<file path="config.mk">
export PLATFORM = sky130hd
export DESIGN_NAME = pipe_ctrl
export DESIGN_NICKNAME = d
export VERILOG_FILES = /design/src/rtl/pipe_ctrl.sv
export SDC_FILE = /design/constraint.sdc
export NUM_CORES = 1
export LEC_CHECK = 0
export CORE_MARGIN = 1
export CORE_UTILIZATION = 60
export DETAILED_ROUTE_END_ITERATION = 10
export DONT_BUFFER_PORTS = 1
export PLACE_DENSITY = 0.84
export SLEW_MARGIN = 20
export SYNTH_ARGS = -nofsm -noshare
export SYNTH_HDL_FRONTEND = slang
export SYNTH_SLANG_ARGS = --single-unit
</file>
<file path="constraint.sdc">
create_clock -name clk_i -period 2.6 [get_ports clk_i]
set_clock_uncertainty 0.15 [all_clocks]
set_input_delay 0.52 -clock clk_i [delete_from_list [all_inputs] [get_ports clk_i]]
set_output_delay 0.52 -clock clk_i [all_outputs]
set_load 0.03 [all_outputs]
</file>
<file path="src/rtl/pipe_ctrl.sv">
// -----------------------------------------------------------------------------
// pipe_ctrl -- hazard and forwarding controller for a 5-stage Y86-64 pipeline.
//
// Tracks the instructions in E, M and W in a small scoreboard. From that state
// and the decode-stage fields it produces combinational stall, bubble and
// operand-forwarding controls, plus a sticky halt flag.
//
// Ports
//   clk_i            sole clock, rising edge
//   rst_n_i          asynchronous active-low reset
//   d_valid_i        decode stage holds a real instruction
//   d_icode_i        decode-stage icode
//   d_srcA_i/B_i     decode source register IDs (4'hF = none)
//   d_dstE_i/M_i     decode destination register IDs (4'hF = none)
//   e_mispredict_i   execute reports that the jXX in E was mispredicted
//   f_stall_o        hold the F pipeline register
//   d_stall_o        hold the D pipeline register
//   d_bubble_o       insert a NOP into D next cycle
//   e_bubble_o       insert a NOP into E next cycle
//   fwdA_sel_o       operand A source: 0 rf, 1 e_valE, 2 m_valM, 3 m_valE,
//                    4 w_valM, 5 w_valE, 6 valP
//   fwdB_sel_o       operand B source, same coding without 6
//   halted_o         sticky halted flag
// -----------------------------------------------------------------------------
module pipe_ctrl (
    input  logic       clk_i,
    input  logic       rst_n_i,
    input  logic       d_valid_i,
    input  logic [3:0] d_icode_i,
    input  logic [3:0] d_srcA_i,
    input  logic [3:0] d_srcB_i,
    input  logic [3:0] d_dstE_i,
    input  logic [3:0] d_dstM_i,
    input  logic       e_mispredict_i,
    output logic       f_stall_o,
    output logic       d_stall_o,
    output logic       d_bubble_o,
    output logic       e_bubble_o,
    output logic [2:0] fwdA_sel_o,
    output logic [2:0] fwdB_sel_o,
    output logic       halted_o
);

    localparam logic [3:0] I_HALT   = 4'h0;
    localparam logic [3:0] I_NOP    = 4'h1;
    localparam logic [3:0] I_MRMOVQ = 4'h5;
    localparam logic [3:0] I_JXX    = 4'h7;
    localparam logic [3:0] I_CALL   = 4'h8;
    localparam logic [3:0] I_RET    = 4'h9;
    localparam logic [3:0] I_POPQ   = 4'hB;
    localparam logic [3:0] REG_NONE = 4'hF;

    typedef struct packed {
        logic       valid;
        logic [3:0] icode;
        logic [3:0] dste;
        logic [3:0] dstm;
    } sb_entry_t;

    localparam sb_entry_t EMPTY_ENTRY = '{valid: 1'b0, icode: I_NOP,
                                          dste: REG_NONE, dstm: REG_NONE};

    sb_entry_t e_r;
    sb_entry_t m_r;
    sb_entry_t w_r;
    logic      halted_r;

    logic       load_use_s;
    logic       ret_hazard_s;
    logic       mispredict_s;
    logic       f_stall_s;
    logic       d_stall_s;
    logic       d_bubble_s;
    logic       e_bubble_s;
    logic [2:0] fwd_a_s;
    logic [2:0] fwd_b_s;

    // First matching in-flight producer, nearest stage first; 0 = register file.
    function automatic logic [2:0] fwd_sel(input logic [3:0] src,
                                           input sb_entry_t e,
                                           input sb_entry_t m,
                                           input sb_entry_t w);
        logic [2:0] sel;
        if (src == REG_NONE) begin
            sel = 3'd0;
        end else if (e.valid && (e.dste == src)) begin
            sel = 3'd1;
        end else if (m.valid && (m.dstm == src)) begin
            sel = 3'd2;
        end else if (m.valid && (m.dste == src)) begin
            sel = 3'd3;
        end else if (w.valid && (w.dstm == src)) begin
            sel = 3'd4;
        end else if (w.valid && (w.dste == src)) begin
            sel = 3'd5;
        end else begin
            sel = 3'd0;
        end
        return sel;
    endfunction

    // Hazard detection from the decode fields and the E/M scoreboard entries.
    always_comb begin
        load_use_s   = e_r.valid
                     && ((e_r.icode == I_MRMOVQ) || (e_r.icode == I_POPQ))
                     && (e_r.dstm != REG_NONE)
                     && ((e_r.dstm == d_srcA_i) || (e_r.dstm == d_srcB_i));
        ret_hazard_s = (d_icode_i == I_RET)
                     || (e_r.valid && (e_r.icode == I_RET))
                     || (m_r.valid && (m_r.icode == I_RET));
        mispredict_s = e_mispredict_i && e_r.valid && (e_r.icode == I_JXX);
    end

    // Stall/bubble priority: halt, then mispredict, then load-use, then return.
    always_comb begin
        f_stall_s  = 1'b0;
        d_stall_s  = 1'b0;
        d_bubble_s = 1'b0;
        e_bubble_s = 1'b0;
        if (!rst_n_i) begin
            f_stall_s = 1'b0;
        end else if (halted_r) begin
            f_stall_s = 1'b1;
            d_stall_s = 1'b1;
        end else if (mispredict_s) begin
            d_bubble_s = 1'b1;
            e_bubble_s = 1'b1;
        end else if (load_use_s) begin
            f_stall_s  = 1'b1;
            d_stall_s  = 1'b1;
            e_bubble_s = 1'b1;
        end else if (ret_hazard_s) begin
            f_stall_s  = 1'b1;
            d_bubble_s = 1'b1;
        end else begin
            f_stall_s = 1'b0;
        end
    end

    // Operand source selection; call/jump take valP on the A port.
    always_comb begin
        fwd_a_s = 3'd0;
        fwd_b_s = 3'd0;
        if (!rst_n_i) begin
            fwd_a_s = 3'd0;
            fwd_b_s = 3'd0;
        end else begin
            if ((d_icode_i == I_CALL) || (d_icode_i == I_JXX)) begin
                fwd_a_s = 3'd6;
            end else begin
                fwd_a_s = fwd_sel(d_srcA_i, e_r, m_r, w_r);
            end
            fwd_b_s = fwd_sel(d_srcB_i, e_r, m_r, w_r);
        end
    end

    // Scoreboard advance and sticky halt; everything freezes once halted.
    always_ff @(posedge clk_i or negedge rst_n_i) begin
        if (!rst_n_i) begin
            e_r      <= EMPTY_ENTRY;
            m_r      <= EMPTY_ENTRY;
            w_r      <= EMPTY_ENTRY;
            halted_r <= 1'b0;
        end else begin
            if (w_r.valid && (w_r.icode == I_HALT)) begin
                halted_r <= 1'b1;
            end else begin
                halted_r <= halted_r;
            end
            if (!halted_r) begin
                w_r <= m_r;
                m_r <= e_r;
                if (e_bubble_s || !d_valid_i) begin
                    e_r <= EMPTY_ENTRY;
                end else begin
                    e_r <= '{valid: 1'b1, icode: d_icode_i,
                             dste: d_dstE_i, dstm: d_dstM_i};
                end
            end else begin
                w_r <= w_r;
                m_r <= m_r;
                e_r <= e_r;
            end
        end
    end

    assign f_stall_o  = f_stall_s;
    assign d_stall_o  = d_stall_s;
    assign d_bubble_o = d_bubble_s;
    assign e_bubble_o = e_bubble_s;
    assign fwdA_sel_o = fwd_a_s;
    assign fwdB_sel_o = fwd_b_s;
    assign halted_o   = halted_r;

endmodule
</file>
==> results of run 1 <==
==> worst max-delay path, cell delays in order (launching register included) <==
cell and delay (ns):
sky130_fd_sc_hd__dfstp_2 0.61, sky130_fd_sc_hd__xor2_2 0.10, sky130_fd_sc_hd__nor4_2 0.27, sky130_fd_sc_hd__buf_4 0.16, sky130_fd_sc_hd__nor3b_2 0.04, sky130_fd_sc_hd__a31oi_1 0.14
sky130_fd_sc_hd__and4bb_2 0.36
==> how the worst max path moves through the flow <==
stage                    end  slack (ns)
6_report       fwdB_sel_o[2]       -0.05
5_1_grt        fwdA_sel_o[0]       -0.16
4_1_cts        fwdA_sel_o[0]       -0.08
3_5_place_dp   fwdA_sel_o[1]        0.20
3_3_place_gp   fwdA_sel_o[0]        0.23
2_1_floorplan  fwdA_sel_o[1]       -0.13
==> registers in the layout (all words and copies together), names as in the netlist <==
| name | cells |
|---|---|
| halted_o | 1 |
| e_r | 13 |
| w_r | 13 |
| m_r | 13 |
==> logic make-up (layout without fill, tap and decap cells) <==
group | count (synthesis) | in the layout | share of synthesized area [%]
xor+xnor | 46 | 46 | 15.65
flops | 40 | 40 | 40.20
buf+inv | 21 | 33 | 5.055
compound gates | 19 | 19 | 5.493
mux | 37 | 37 | 15.75
simple gates | 71 | 71 | 17.84
==> through the flow <==
| step | setup TNS [ns] | std cells | cell area (um2) | total power (uW) | hold slack (ns) |
|---|---|---|---|---|---|
| final | -0.09375 | 296 | 2954 | 3502 | 0.2300 |
| after global placement | 0 | 276 | 2599 | 2665 | 0.07514 |
| after floorplan | -0.2452 | 234 | 2574 | 2436 | 0.07441 |
| after detailed placement | 0 | 276 | 2599 | 2734 | 0.07510 |
| after global routing | -0.6272 | 296 | 2954 | 3692 | 0.2245 |
| after CTS | -0.07731 | 288 | 2778 | 3316 | 0.2239 |
==> routing by layer <==
layer | vias to the layer above | GRT usage, %
met5 | - | 0
met4 | 0 | 9.043
met3 | 9 | 6.419
met2 | 55 | 43.32
met1 | 904 | 38.41
li1 | 844 | -
==> cell type report <==
type | instances | share of cell area [%]
clock buffers | 5 | 2.330
clock inverters | 3 | 1.567
inverters | 5 | 0.6353
multi-input cells | 173 | 52.27
flip-flops and latches | 40 | 35.07
well taps | 50 | 2.118
repair buffers | 20 | 6.014
==> cell usage in the layout (no fill, tap or decap), types with 2 or more instances in the layout <==
master / netlist / final
sky130_fd_sc_hd__dfstp_2: 27 / 27
sky130_fd_sc_hd__and3_1: 6 / 5
sky130_fd_sc_hd__nor3_1: 7 / 5
sky130_fd_sc_hd__nand4_1: 4 / 4
sky130_fd_sc_hd__o21ai_0: 3 / 2
sky130_fd_sc_hd__nor2_2: 0 / 2
sky130_fd_sc_hd__nor4_2: 1 / 5
sky130_fd_sc_hd__buf_4: 2 / 17
sky130_fd_sc_hd__clkbuf_8: 0 / 5
sky130_fd_sc_hd__inv_1: 4 / 4
sky130_fd_sc_hd__nand4b_1: 2 / 2
sky130_fd_sc_hd__mux2_1: 10 / 10
sky130_fd_sc_hd__mux2i_1: 9 / 9
sky130_fd_sc_hd__nand3_1: 4 / 3
sky130_fd_sc_hd__dfrtp_1: 13 / 12
sky130_fd_sc_hd__xnor2_2: 0 / 3
sky130_fd_sc_hd__xor2_1: 31 / 27
sky130_fd_sc_hd__nand3_2: 9 / 10
sky130_fd_sc_hd__xor2_2: 0 / 4
sky130_fd_sc_hd__o21ai_1: 3 / 4
sky130_fd_sc_hd__xnor2_1: 15 / 12
sky130_fd_sc_hd__buf_12: 0 / 2
sky130_fd_sc_hd__nand2b_1: 4 / 4
sky130_fd_sc_hd__nor2_1: 8 / 6
sky130_fd_sc_hd__mux2_2: 18 / 18
sky130_fd_sc_hd__nor2b_1: 3 / 2
sky130_fd_sc_hd__nand2_1: 11 / 11
==> what timing repair did <==
item / in CTS / in global routing
endpoints found under the setup margin: 7 / 10
resized for setup: 6 / 21
pin swaps: 4 / 24
setup buffers: 2 / 8
hold buffers: 2 / 0
endpoints found under the hold margin: 40 / 0
==> power by group through the flow <==
stage	logic (uW)	registers, uW	clock network [uW]
after floorplan	1150	1290	0
after global placement	1220	1440	0
after detailed placement	1280	1460	0
after CTS	1340	1440	529
after global routing	1620	1520	554
final	1500	1470	524
==> PnR_summary.wiki, run 1 <==
{| class="wikitable"
! Metric !! Value
|-
| Status || finished, violations left
|-
| Failing checks || setup timing
|-
| Final worst setup slack || -0.05328 ns
|-
| Number of distinct library cell variants in the gate-level netlist after synthesis || 48
|-
| Wire length on met1 || approximately 2700 um
|-
| Final-stage net count || between 200 and 300
|-
| Count of fill cells added during filler insertion || 254
|-
| Part of the total power dissipated in sequential elements || 42.1%
|-
| Portion of total power attributed to the clock network || ~15%
|-
| Reg-to-Reg End || e_r[12]$_DFFE_PN0N_
|-
| Psw || 1368 uW
|-
| Slew headroom || 61.08%
|-
| Reg2Reg Setup Slack || ~0.57 ns
|-
| Chip width || 67.50 um
|-
| Mapped cell area || 0.002574 mm2
|-
| Maximum clock frequency || approximately 380 MHz
|-
| Synth Instances || 234
|-
| Top layer in use || met4
|-
| Top post-synthesis cells by area || sky130_fd_sc_hd__dfstp_2 28%, sky130_fd_sc_hd__dfrtp_1 13%, sky130_fd_sc_hd__xor2_1 11%
|-
| Vias in the first global route || between 1500 and 2000
|-
| Total of flip-flops plus latches after synthesis || 40
|-
| Share of the cycle needed by the critical path after routing || 102.0%
|-
| RePlAce Congestion || between 0.9 and 1
|-
| Dominant cell type by area after synthesis || sky130_fd_sc_hd__dfstp_2
|-
| Detailed-routed wire length on met2 || approximately 2800 um
|-
| CTS tree || done
|-
| Final routed wirelength across all metal layers || between 5000 and 6000 um
|-
| Clock tree sinks || 40
|-
| Leakage power of the design || ~0.0012 uW
|-
| Area of the multi-input gates || 0.001544 mm2
|-
| Fraction of synthesis flops using an asynchronous set or reset pin || 100.0%
|-
| Dominant register cell in the synthesized netlist || sky130_fd_sc_hd__dfstp_2
|-
| Commonest cells post-synth || 31 x sky130_fd_sc_hd__xor2_1, 27 x sky130_fd_sc_hd__dfstp_2, 18 x sky130_fd_sc_hd__mux2_2, 15 x sky130_fd_sc_hd__xnor2_1, 13 x sky130_fd_sc_hd__dfrtp_1
|-
| Sw frac || between 30% and 40%
|-
| Ratio of cells with drive above 1 in the final layout || 45.12%
|-
| Portion of total power attributed to combinational logic || a little over two fifths
|-
| Area grow syn2layout || 14.78%
|-
| Required time at the endpoint of the critical path || between 1.5 and 2 ns
|-
| Hold depth || 2
|-
| Worst Hold Launch || d_dstE_i[1]
|-
| Seq/Total Area, Yosys || between 40% and 50%
|-
| Met3 wire length || around 350 um
|-
| Total count of max-transition violations in the final report || 0
|-
| Portion of synthesized cell area occupied by the leading cell type || roughly 28%
|-
| TritonCTS Buffers || 5
|-
| DR vias/cell || between 6 and 7
|-
| Chip height || ~67 um
|-
| Sequential cell area || between 0.001 and 0.0015 mm2
|-
| Setup WS pre-CTS || ~0.20 ns
|-
| Number of I/O pins || 35
|-
| Vias || 1812
|-
| Final min period || about 2.7 ns
|-
| Arrival time of the worst setup path || roughly 2.0 ns
|-
| Count of flip-flops with a built-in enable after synthesis || 0
|-
| Synthesized Nets || approximately 260
|-
| ANT cells || 0
|-
| Worst-Skew Late Latency || 0.30 ns
|-
| R2R depth || 6
|-
| Detail Placement HPWL || roughly 3800 um
|-
| Final hold violation count || 0
|-
| DRT iter0 DRCs || 120
|-
| Start point of the critical path || w_r[1]$_DFFE_PN1N_
|-
| Overflow left after global routing || 0
|-
| Clock-pin slew on the worst setup and hold paths || 0.09 ns
|-
| Critical path capture point type || output port
|-
| Internal || 2134 uW
|-
| Startpoint of the worst register-to-register path || e_r[1]$_DFFE_PN1N_
|-
| Total Die Area || approximately 0.0046 mm2
|-
| Worst voltage drop across the vdd grid || 0.7121 mV
|-
| Total Routing Usage GR || ~28%
|-
| Hold EP || e_r[5]$_DFFE_PN1N_
|-
| Library cell with the highest instance count after synthesis || sky130_fd_sc_hd__xor2_1
|-
| Average cell area after synthesis || roughly 11 um2
|-
| Wire length of the first global-routing pass || between 9000 and 10000 um
|-
| Final Util || between 70% and 80%
|-
| Row Count || 23
|-
| Root Driver || sky130_fd_sc_hd__clkbuf_8
|-
| Area of the core region || roughly 0.0041 mm2
|-
| Maximum number of pins on one net before global-route repair || 41
|-
| Number of nets with antenna violations after detailed routing || 0
|-
| Final number of setup-violating endpoints || 2
|-
| Initial antenna violation count || 0
|-
| Critical path peak fanout || 3
|-
| Number of max-cap violations || 0
|-
| Remaining routing DRC violations || 0
|-
| Quantity of I/O buffers inserted on ports || 0
|-
| Critical path launch point type || flip-flop
|-
| Starting density of the core || 63.43%
|-
| Crit Path Class || flip-flop to output port
|-
| Maximum root-to-sink buffer count || 2
|-
| DR pass1 iterations || 4
|-
| Slew of the pin with the lowest slew margin || 0.5839 ns
|-
| Number of levels the H-tree was split into || 2
|-
| Number of warnings issued by yosys || 0
|-
| Routed wirelength normalized by instance count || around 20 um
|-
| Power per cell area || 1185 mW/mm2
|-
| Worst hold-check path type || primary input to flip-flop
|-
| Setup repair after global routing missed its margin || yes
|}
Note: power is estimated with default switching activity, not from simulation.
==> inputs of run 2 (changes only) <==
--- a/config.mk
+++ b/config.mk
@@ -6,10 +6,10 @@
 export NUM_CORES = 1
 export LEC_CHECK = 0
 export CORE_MARGIN = 1
-export CORE_UTILIZATION = 60
+export CORE_UTILIZATION = 57
 export DETAILED_ROUTE_END_ITERATION = 10
 export DONT_BUFFER_PORTS = 1
-export PLACE_DENSITY = 0.84
+export PLACE_DENSITY = 0.83
 export SLEW_MARGIN = 20
 export SYNTH_ARGS = -nofsm -noshare
 export SYNTH_HDL_FRONTEND = slang
==> constraint.sdc (replaced) <==
create_clock -name clk_i -period 2.2 [get_ports clk_i]
set_clock_uncertainty 0.15 [all_clocks]
set_input_delay 0.44 -clock clk_i [delete_from_list [all_inputs] [get_ports clk_i]]
set_output_delay 0.44 -clock clk_i [all_outputs]
set_load 0.03 [all_outputs]
==> run 2 against run 1 <==
The run still ends with setup timing left. Power rose by 30%. Design area rose by 13%. Critical path depth fell by 1. Core utilization rose by 3.8 points. Non-clock buffer count rose by 27. Worst hold slack got worse by 0.086 ns. Combinational power rose by 55%. First-iteration DRC count fell by 1.7%. Flip-flop and latch count did not move. Via count rose by 10%. Sequential power rose by 10%. Routed wire length rose by 15%. Critical path type unchanged.
==> PnR_summary.wiki, run 2 (synthesis gave the netlist of run 1 again) <==
{| class="wikitable"
! Metric !! Value
|-
| Status || finished, violations left
|-
| Failing checks || setup timing
|-
| Final routed wirelength across all metal layers || 6859 um (+15%)
|-
| Maximum clock frequency || between 300 and 400 MHz
|-
| Area of the core region || 0.004354 mm2 (+7.3%)
|-
| Number of max-cap violations || 0 (unchanged)
|-
| Number of levels the H-tree was split into || 2 (unchanged)
|-
| Overflow left after global routing || 0 (unchanged)
|-
| Setup WS pre-CTS || -0.1403 ns (-0.3401 ns)
|-
| Setup repair after global routing missed its margin || yes
|-
| Sequential cell area || 0.001036 mm2 (unchanged)
|-
| DRT iter0 DRCs || 118 (-1.7%)
|-
| Startpoint of the worst register-to-register path || e_r[0]$_DFFE_PN1N_
|-
| DR pass1 iterations || 4 (unchanged)
|-
| Total Die Area || 0.004788 mm2 (+5.1%)
|-
| Root Driver || sky130_fd_sc_hd__clkbuf_8
|-
| Hold EP || e_r[5]$_DFFE_PN1N_
|-
| Regs by FF count || e_r (13), m_r (13), w_r (13)
|-
| Clock tree sinks || 40 (unchanged)
|-
| Reg-to-Reg End || e_r[9]$_DFFE_PN0N_
|-
| Slew of the pin with the lowest slew margin || 0.5686 ns (-0.01531 ns)
|-
| Final min period || 2.653 ns
|-
| Clock-pin slew on the worst setup and hold paths || 0.08 ns (about the same)
|-
| Buffers plus inverters on the worst setup path || 2 (+1)
|-
| Chip height || 69.20 um (+2.5%)
|-
| Final worst setup slack || -0.4533 ns (-0.4000 ns)
|-
| TritonCTS Buffers || 5 (unchanged)
|-
| CTS tree || done
|-
| Wire length of the first global-routing pass || 10320 um (+14%)
|-
| Final hold violation count || 0 (unchanged)
|-
| Critical path launch point type || flip-flop
|-
| Reg2Reg Setup Slack || 0.05 ns (-0.52 ns)
|-
| Vias in the first global route || 2014 (+14%)
|-
| Cell Count, Final, Fillers Out || 325 (+9.8%)
|-
| Area grow syn2layout || 29.56%
|-
| Detail Placement HPWL || 4075 um (+5.9%)
|-
| Worst hold-check path type || primary input to flip-flop
|-
| Slowest stage delay, CP || 0.58 ns (-0.03 ns)
|-
| Total count of max-transition violations in the final report || 0 (unchanged)
|-
| Worst-Skew Late Latency || 0.30 ns (about the same)
|-
| R2R depth || 7 (+1)
|-
| Quantity of I/O buffers inserted on ports || 0 (unchanged)
|-
| Count of fill cells added during filler insertion || 223 (-12%)
|-
| Maximum number of pins on one net before global-route repair || 41 (unchanged)
|-
| Slowest stage cell on the critical path || sky130_fd_sc_hd__dfstp_2
|-
| Final Util || 76.58% (+3.8 points)
|-
| Number of I/O pins || 35 (unchanged)
|-
| Worst voltage drop across the vdd grid || 0.8372 mV (+18%)
|-
| DR vias/cell || 6.135 (+0.22%)
|-
| Initial antenna violation count || 0 (unchanged)
|-
| Share of the cycle needed by the critical path after routing || 120.6%
|-
| Area of the multi-input gates || 0.001695 mm2 (+9.8%)
|-
| Post-layout power || 4563 uW (+30%)
|-
| Slew headroom || 62.10% (+1.0 points)
|-
| Commonest cells after routing, fill and taps aside || 35 x sky130_fd_sc_hd__buf_4, 27 x sky130_fd_sc_hd__dfstp_2, 24 x sky130_fd_sc_hd__xor2_1, 18 x sky130_fd_sc_hd__mux2_2, 12 x sky130_fd_sc_hd__dfrtp_1
|-
| Row Count || 24 (+4.3%)
|-
| Arrival time of the worst setup path || 2.06 ns (+0.08 ns)
|-
| Starting density of the core || 59.11% (-4.3 points)
|-
| Final-stage net count || 296 (+10%)
|-
| List of cells traversed by the critical path || xor2_1 > nor3_2 > buf_4 > a2111oi_4 > buf_4
|-
| Power per cell area || 1369 mW/mm2 (+15%)
|-
| Cell count after placement || 306 (+11%)
|-
| Crit Path Class || flip-flop to output port
|-
| Hold depth || 2 (unchanged)
|-
| Maximum root-to-sink buffer count || 2 (unchanged)
|-
| Worst Hold Launch || d_dstE_i[1]
|-
| Routed wirelength normalized by instance count || 21.10 um (+5.1%)
|-
| Leakage power of the design || 0.001404 uW (+15%)
|-
| Most used cell, CP || sky130_fd_sc_hd__buf_4
|-
| Sum of negative setup slack || -2.966 ns (-2.873 ns)
|-
| Required time at the endpoint of the critical path || 1.61 ns (-0.32 ns)
|-
| Chip width || 69.20 um (+2.5%)
|-
| Total Routing Usage GR || 27.88% (-0.050 points)
|-
| Most frequent standard cell in the layout excluding fill and tap cells || sky130_fd_sc_hd__buf_4
|-
| Vias || 1994 (+10%)
|-
| Number of nets with antenna violations after detailed routing || 0 (unchanged)
|-
| ANT cells || 0 (unchanged)
|-
| RePlAce Congestion || 0.8595 (-9.0%)
|-
| Final number of setup-violating endpoints || 10 (+8)
|-
| Cell family with most CP delay || flip-flops
|-
| Critical path peak fanout || 4 (+1)
|-
| Critical path capture point type || output port
|-
| Ratio of cells with drive above 1 in the final layout || 57.51% (+12 points)
|-
| Remaining routing DRC violations || 0 (unchanged)
|}
[run 2: cell types whose count changed in the layout (fill, tap and decap cells not counted), sizes merged]
cell / before / now
inv: 6 / 5
clkinv: 0 / 1
buf: 19 / 46
[run 2: metal layers]
metal	routed length (um)	GRT usage [%]
met1	2840	37.17
met2	3414	45.20
met3	385	5.233
met4	218	10.88
met5	0	0
[run 2: how the worst max path moves through the flow]
| stage | from | end | slack (ns) | cells after the start |
|---|---|---|---|---|
| 3_3_place_gp | d_srcA_i[1] | fwdA_sel_o[0] | -0.11 | 7 |
| 5_1_grt | w_r[6]$_DFFE_PN1N_ | fwdA_sel_o[0] | -0.50 | 6 |
| 3_5_place_dp | d_srcA_i[1] | fwdA_sel_o[0] | -0.14 | 7 |
| 6_report | m_r[1]$_DFFE_PN1N_ | fwdA_sel_o[0] | -0.45 | 5 |
| 4_1_cts | w_r[6]$_DFFE_PN1N_ | fwdB_sel_o[0] | -0.32 | 7 |
| 2_1_floorplan | e_r[5]$_DFFE_PN1N_ | fwdA_sel_o[0] | -0.16 | 5 |
[run 2: cell type report]
type	count	share of cell area [%]
Multi-Input combinational cell	173	50.84
Sequential cell	40	31.07
Timing Repair Buffer	47	12.16
Clock buffer	5	2.064
Tap cell	52	1.951
Clock inverter	3	1.276
Inverter	5	0.6379
[run 2: where the power goes]
group          switching, uW  total, uW  leakage [uW]  internal [uW]
registers                388       1620      0.000442           1230
clock network            280        616     0.0000541            336
logic                   1110       2330      0.000908           1220
[run 2: metrics by stage]
stage	instance area [um2]	hold WS (ns)
2_1_floorplan	2638	-0.005591
3_3_place_gp	2850	-0.004017
3_5_place_dp	2850	-0.004182
4_1_cts	3219	0.1395
5_1_grt	3334	0.1464
6_report	3334	0.1437
[run 2: timing repair]
| action | in CTS | in global routing |
|---|---|---|
| hold buffers | 2 | 0 |
| hold endpoints to repair | 40 | 0 |
| resized for setup | 36 | 16 |
| buffers inserted | 7 | 3 |
| pin swaps | 30 | 7 |
| endpoints found under the setup margin | 10 | 10 |
==> inputs of run 3 (changes only) <==
--- a/config.mk
+++ b/config.mk
@@ -5,8 +5,10 @@
 export SDC_FILE = /design/constraint.sdc
 export NUM_CORES = 1
 export LEC_CHECK = 0
+export CELL_PAD_IN_SITES_DETAIL_PLACEMENT = 1
+export CELL_PAD_IN_SITES_GLOBAL_PLACEMENT = 2
 export CORE_MARGIN = 1
-export CORE_UTILIZATION = 57
+export CORE_UTILIZATION = 37
 export DETAILED_ROUTE_END_ITERATION = 10
 export DONT_BUFFER_PORTS = 1
 export PLACE_DENSITY = 0.83
==> run 3 against run 2 <==
The flow still finishes with violations (setup timing). Core utilization is 27 points lower. Design area is 0.11% lower. Non-clock buffer count is 2 lower. Critical path type unchanged.
==> PnR_summary.wiki, run 3 (synthesis gave the netlist of run 1 again) <==
{| class="wikitable"
! Metric !! Value
|-
| Initial antenna violation count || 0 (unchanged)
|-
| Vias || 1910 (-4.2%)
|-
| Portion of total power attributed to combinational logic || 51.6% (+0.6 points)
|-
| Number of levels the H-tree was split into || 2 (unchanged)
|-
| Part of the total power dissipated in sequential elements || 36.8% (+1.3 points)
|-
| Maximum clock frequency || 388.2 MHz (+3.0%)
|-
| Cell count after placement || 331 (+8.2%)
|-
| Final number of setup-violating endpoints || 10 (unchanged)
|-
| Final hold violation count || 0 (unchanged)
|-
| Remaining routing DRC violations || 0 (unchanged)
|-
| DR pass1 iterations || 4 (unchanged)
|-
| DRT iter0 DRCs || 49 (-58%)
|-
| Overflow left after global routing || 0 (unchanged)
|-
| Status || finished, violations left
|-
| Final-stage net count || 294 (-0.68%)
|-
| Detail Placement HPWL || 4671 um (+15%)
|-
| Final routed wirelength across all metal layers || 7309 um (+6.6%)
|-
| Power per cell area || 1336 mW/mm2 (-2.4%)
|-
| Row Count || 30 (+25%)
|-
| Ratio of cells with drive above 1 in the final layout || 54.98% (-2.5 points)
|-
| ANT cells || 0 (unchanged)
|-
| Total Die Area || 0.007293 mm2 (+52%)
|-
| Slowest stage cell on the critical path || sky130_fd_sc_hd__dfstp_2
|-
| Share of the cycle needed by the critical path after routing || 117.1% (-3.5 points)
|-
| Number of I/O pins || 35 (unchanged)
|-
| Final hold slack || 0.1427 ns (-0.001001 ns)
|-
| Total count of max-transition violations in the final report || 0 (unchanged)
|-
| Cell Count, Final, Fillers Out || 351 (+8.0%)
|-
| TritonCTS Buffers || 5 (unchanged)
|-
| Worst voltage drop across the vdd grid || 0.7876 mV (-5.9%)
|-
| Buffers plus inverters on the worst setup path || 1 (-1)
|-
| DR vias/cell || 5.442 (-11%)
|-
| Required time at the endpoint of the critical path || 1.61 ns (about the same)
|-
| Setup repair after global routing missed its margin || yes
|-
| Critical path peak fanout || 4 (unchanged)
|-
| RePlAce Congestion || 0.7742 (-9.9%)
|-
| Final worst setup slack || -0.3762 ns (+0.07704 ns)
|-
| Critical path capture point type || output port
|-
| Chip width || 85.40 um (+23%)
|-
| Arrival time of the worst setup path || 1.99 ns (-0.07 ns)
|-
| Number of max-cap violations || 0 (unchanged)
|-
| Quantity of I/O buffers inserted on ports || 0 (unchanged)
|-
| Portion of total power attributed to the clock network || 11.6% (-1.9 points)
|-
| Root Driver || sky130_fd_sc_hd__clkbuf_8
|-
| Cell family with most CP delay || flip-flops
|-
| Clock-pin slew on the worst setup and hold paths || 0.08 ns (about the same)
|-
| Worst hold-check path type || primary input to flip-flop
|-
| Maximum number of pins on one net before global-route repair || 41 (unchanged)
|-
| Crit Path Class || flip-flop to output port
|-
| Psw || 1755 uW (-1.4%)
|-
| Slew of the pin with the lowest slew margin || 0.5916 ns (+0.02303 ns)
|-
| CTS tree || done
|-
| Most frequent standard cell in the layout excluding fill and tap cells || sky130_fd_sc_hd__buf_4
|-
| Chip height || 85.40 um (+23%)
|-
| Starting density of the core || 38.09% (-21 points)
|-
| Clock tree sinks || 40 (unchanged)
|-
| Worst-Skew Late Latency || 0.30 ns (about the same)
|-
| Post-layout power || 4449 uW (-2.5%)
|-
| Commonest cells after routing, fill and taps aside || 32 x sky130_fd_sc_hd__buf_4, 27 x sky130_fd_sc_hd__dfstp_2, 20 x sky130_fd_sc_hd__xor2_1, 18 x sky130_fd_sc_hd__mux2_2, 12 x sky130_fd_sc_hd__dfrtp_1
|-
| Routed wirelength normalized by instance count || 20.82 um (-1.3%)
|-
| Final min period || 2.576 ns (-0.07703 ns)
|-
| List of cells traversed by the critical path || xor2_4 > nor4_4 > o211a_1 > nor2_2 > and3_4 > buf_6
|-
| Area grow syn2layout || 29.41%
|-
| Total Routing Usage GR || 21.27% (-6.6 points)
|-
| Sw frac || 39.44% (+0.42 points)
|-
| Critical path launch point type || flip-flop
|-
| Area of the core region || 0.006756 mm2 (+55%)
|-
| Leakage power of the design || 0.001369 uW (-2.5%)
|-
| Maximum root-to-sink buffer count || 2 (unchanged)
|-
| Slowest stage delay, CP || 0.62 ns (+0.04 ns)
|-
| Failing checks || setup timing
|-
| Slew headroom || 60.56% (-1.5 points)
|-
| Vias in the first global route || 2125 (+5.5%)
|-
| Internal || 2695 uW (-3.2%)
|-
| Number of nets with antenna violations after detailed routing || 0 (unchanged)
|-
| Final Util || 49.30% (-27 points)
|-
| Regs by FF count || e_r (13), m_r (13), w_r (13)
|-
| Sum of negative setup slack || -3.227 ns (-0.2607 ns)
|-
| Wire length of the first global-routing pass || 11670 um (+13%)
|}
[run 3: cell types whose count changed in the layout (fill, tap and decap cells not counted), sizes merged]
cell      change
buf           -2
bufinv        -1
clkbuf        +1
clkinv        +1
clkinvlp      -1
[run 3: worst paths after layout]
check / from / cells after the start / to / slack (ns)
min in group asynchronous: rst_n_i / 2 / e_r[11]$_DFFE_PN0N_ / 0.45
min reg2reg: w_r[10]$_DFFE_PN0N_ / 1 / w_r[10]$_DFFE_PN0N_ / 0.34
max: e_r[0]$_DFFE_PN1N_ / 6 / d_bubble_o / -0.38
min: d_dstM_i[2] / 2 / e_r[2]$_DFFE_PN1N_ / 0.14
max in group asynchronous: rst_n_i / 2 / w_r[2]$_DFFE_PN1N_ / 1.19
max reg2reg: e_r[0]$_DFFE_PN1N_ / 7 / e_r[10]$_DFFE_PN0N_ / 0.05
[run 3: cell type report]
cell class | instances | area (um2)
fill | 723 | 3426
multi-input combinational | 173 | 1669
sequential | 40 | 1036
timing repair buffer | 45 | 411.6
tap | 80 | 100.1
clock buffer | 6 | 82.58
inverter | 5 | 21.27
clock inverter | 2 | 10.01
[run 3: power groups by stage]
stage               Clock [uW]  Combinational [uW]  Sequential (uW)
floorplan                    0                1390             1530
global placement             0                1850             1590
detailed placement           0                1930             1620
CTS                        522                2160             1620
global route               549                2490             1680
finish                     514                2300             1640
[run 3: per-stage QoR]
step | area [um2] | setup slack (ns)
final | 3331 | -0.3762
after global routing | 3331 | -0.4539
after CTS | 3211 | -0.3666
after detailed placement | 2888 | -0.1434
after global placement | 2888 | -0.1501
after floorplan | 2638 | -0.1600
[run 3: repair_timing]
action,in CTS,in global routing
pin swaps,21,12
endpoints found under the setup margin,10,10
setup buffers,6,4
resized for setup,30,14
endpoints found under the hold margin,40,0
hold buffers,2,0
[run 3: per-layer routing]
layer	routed length, um	track usage [%]	up-vias
li1	-	-	881
met1	3029	26.23	979
met2	3902	36.58	40
met3	259	4.864	10
met4	118	7.273	0
met5	0	0	-
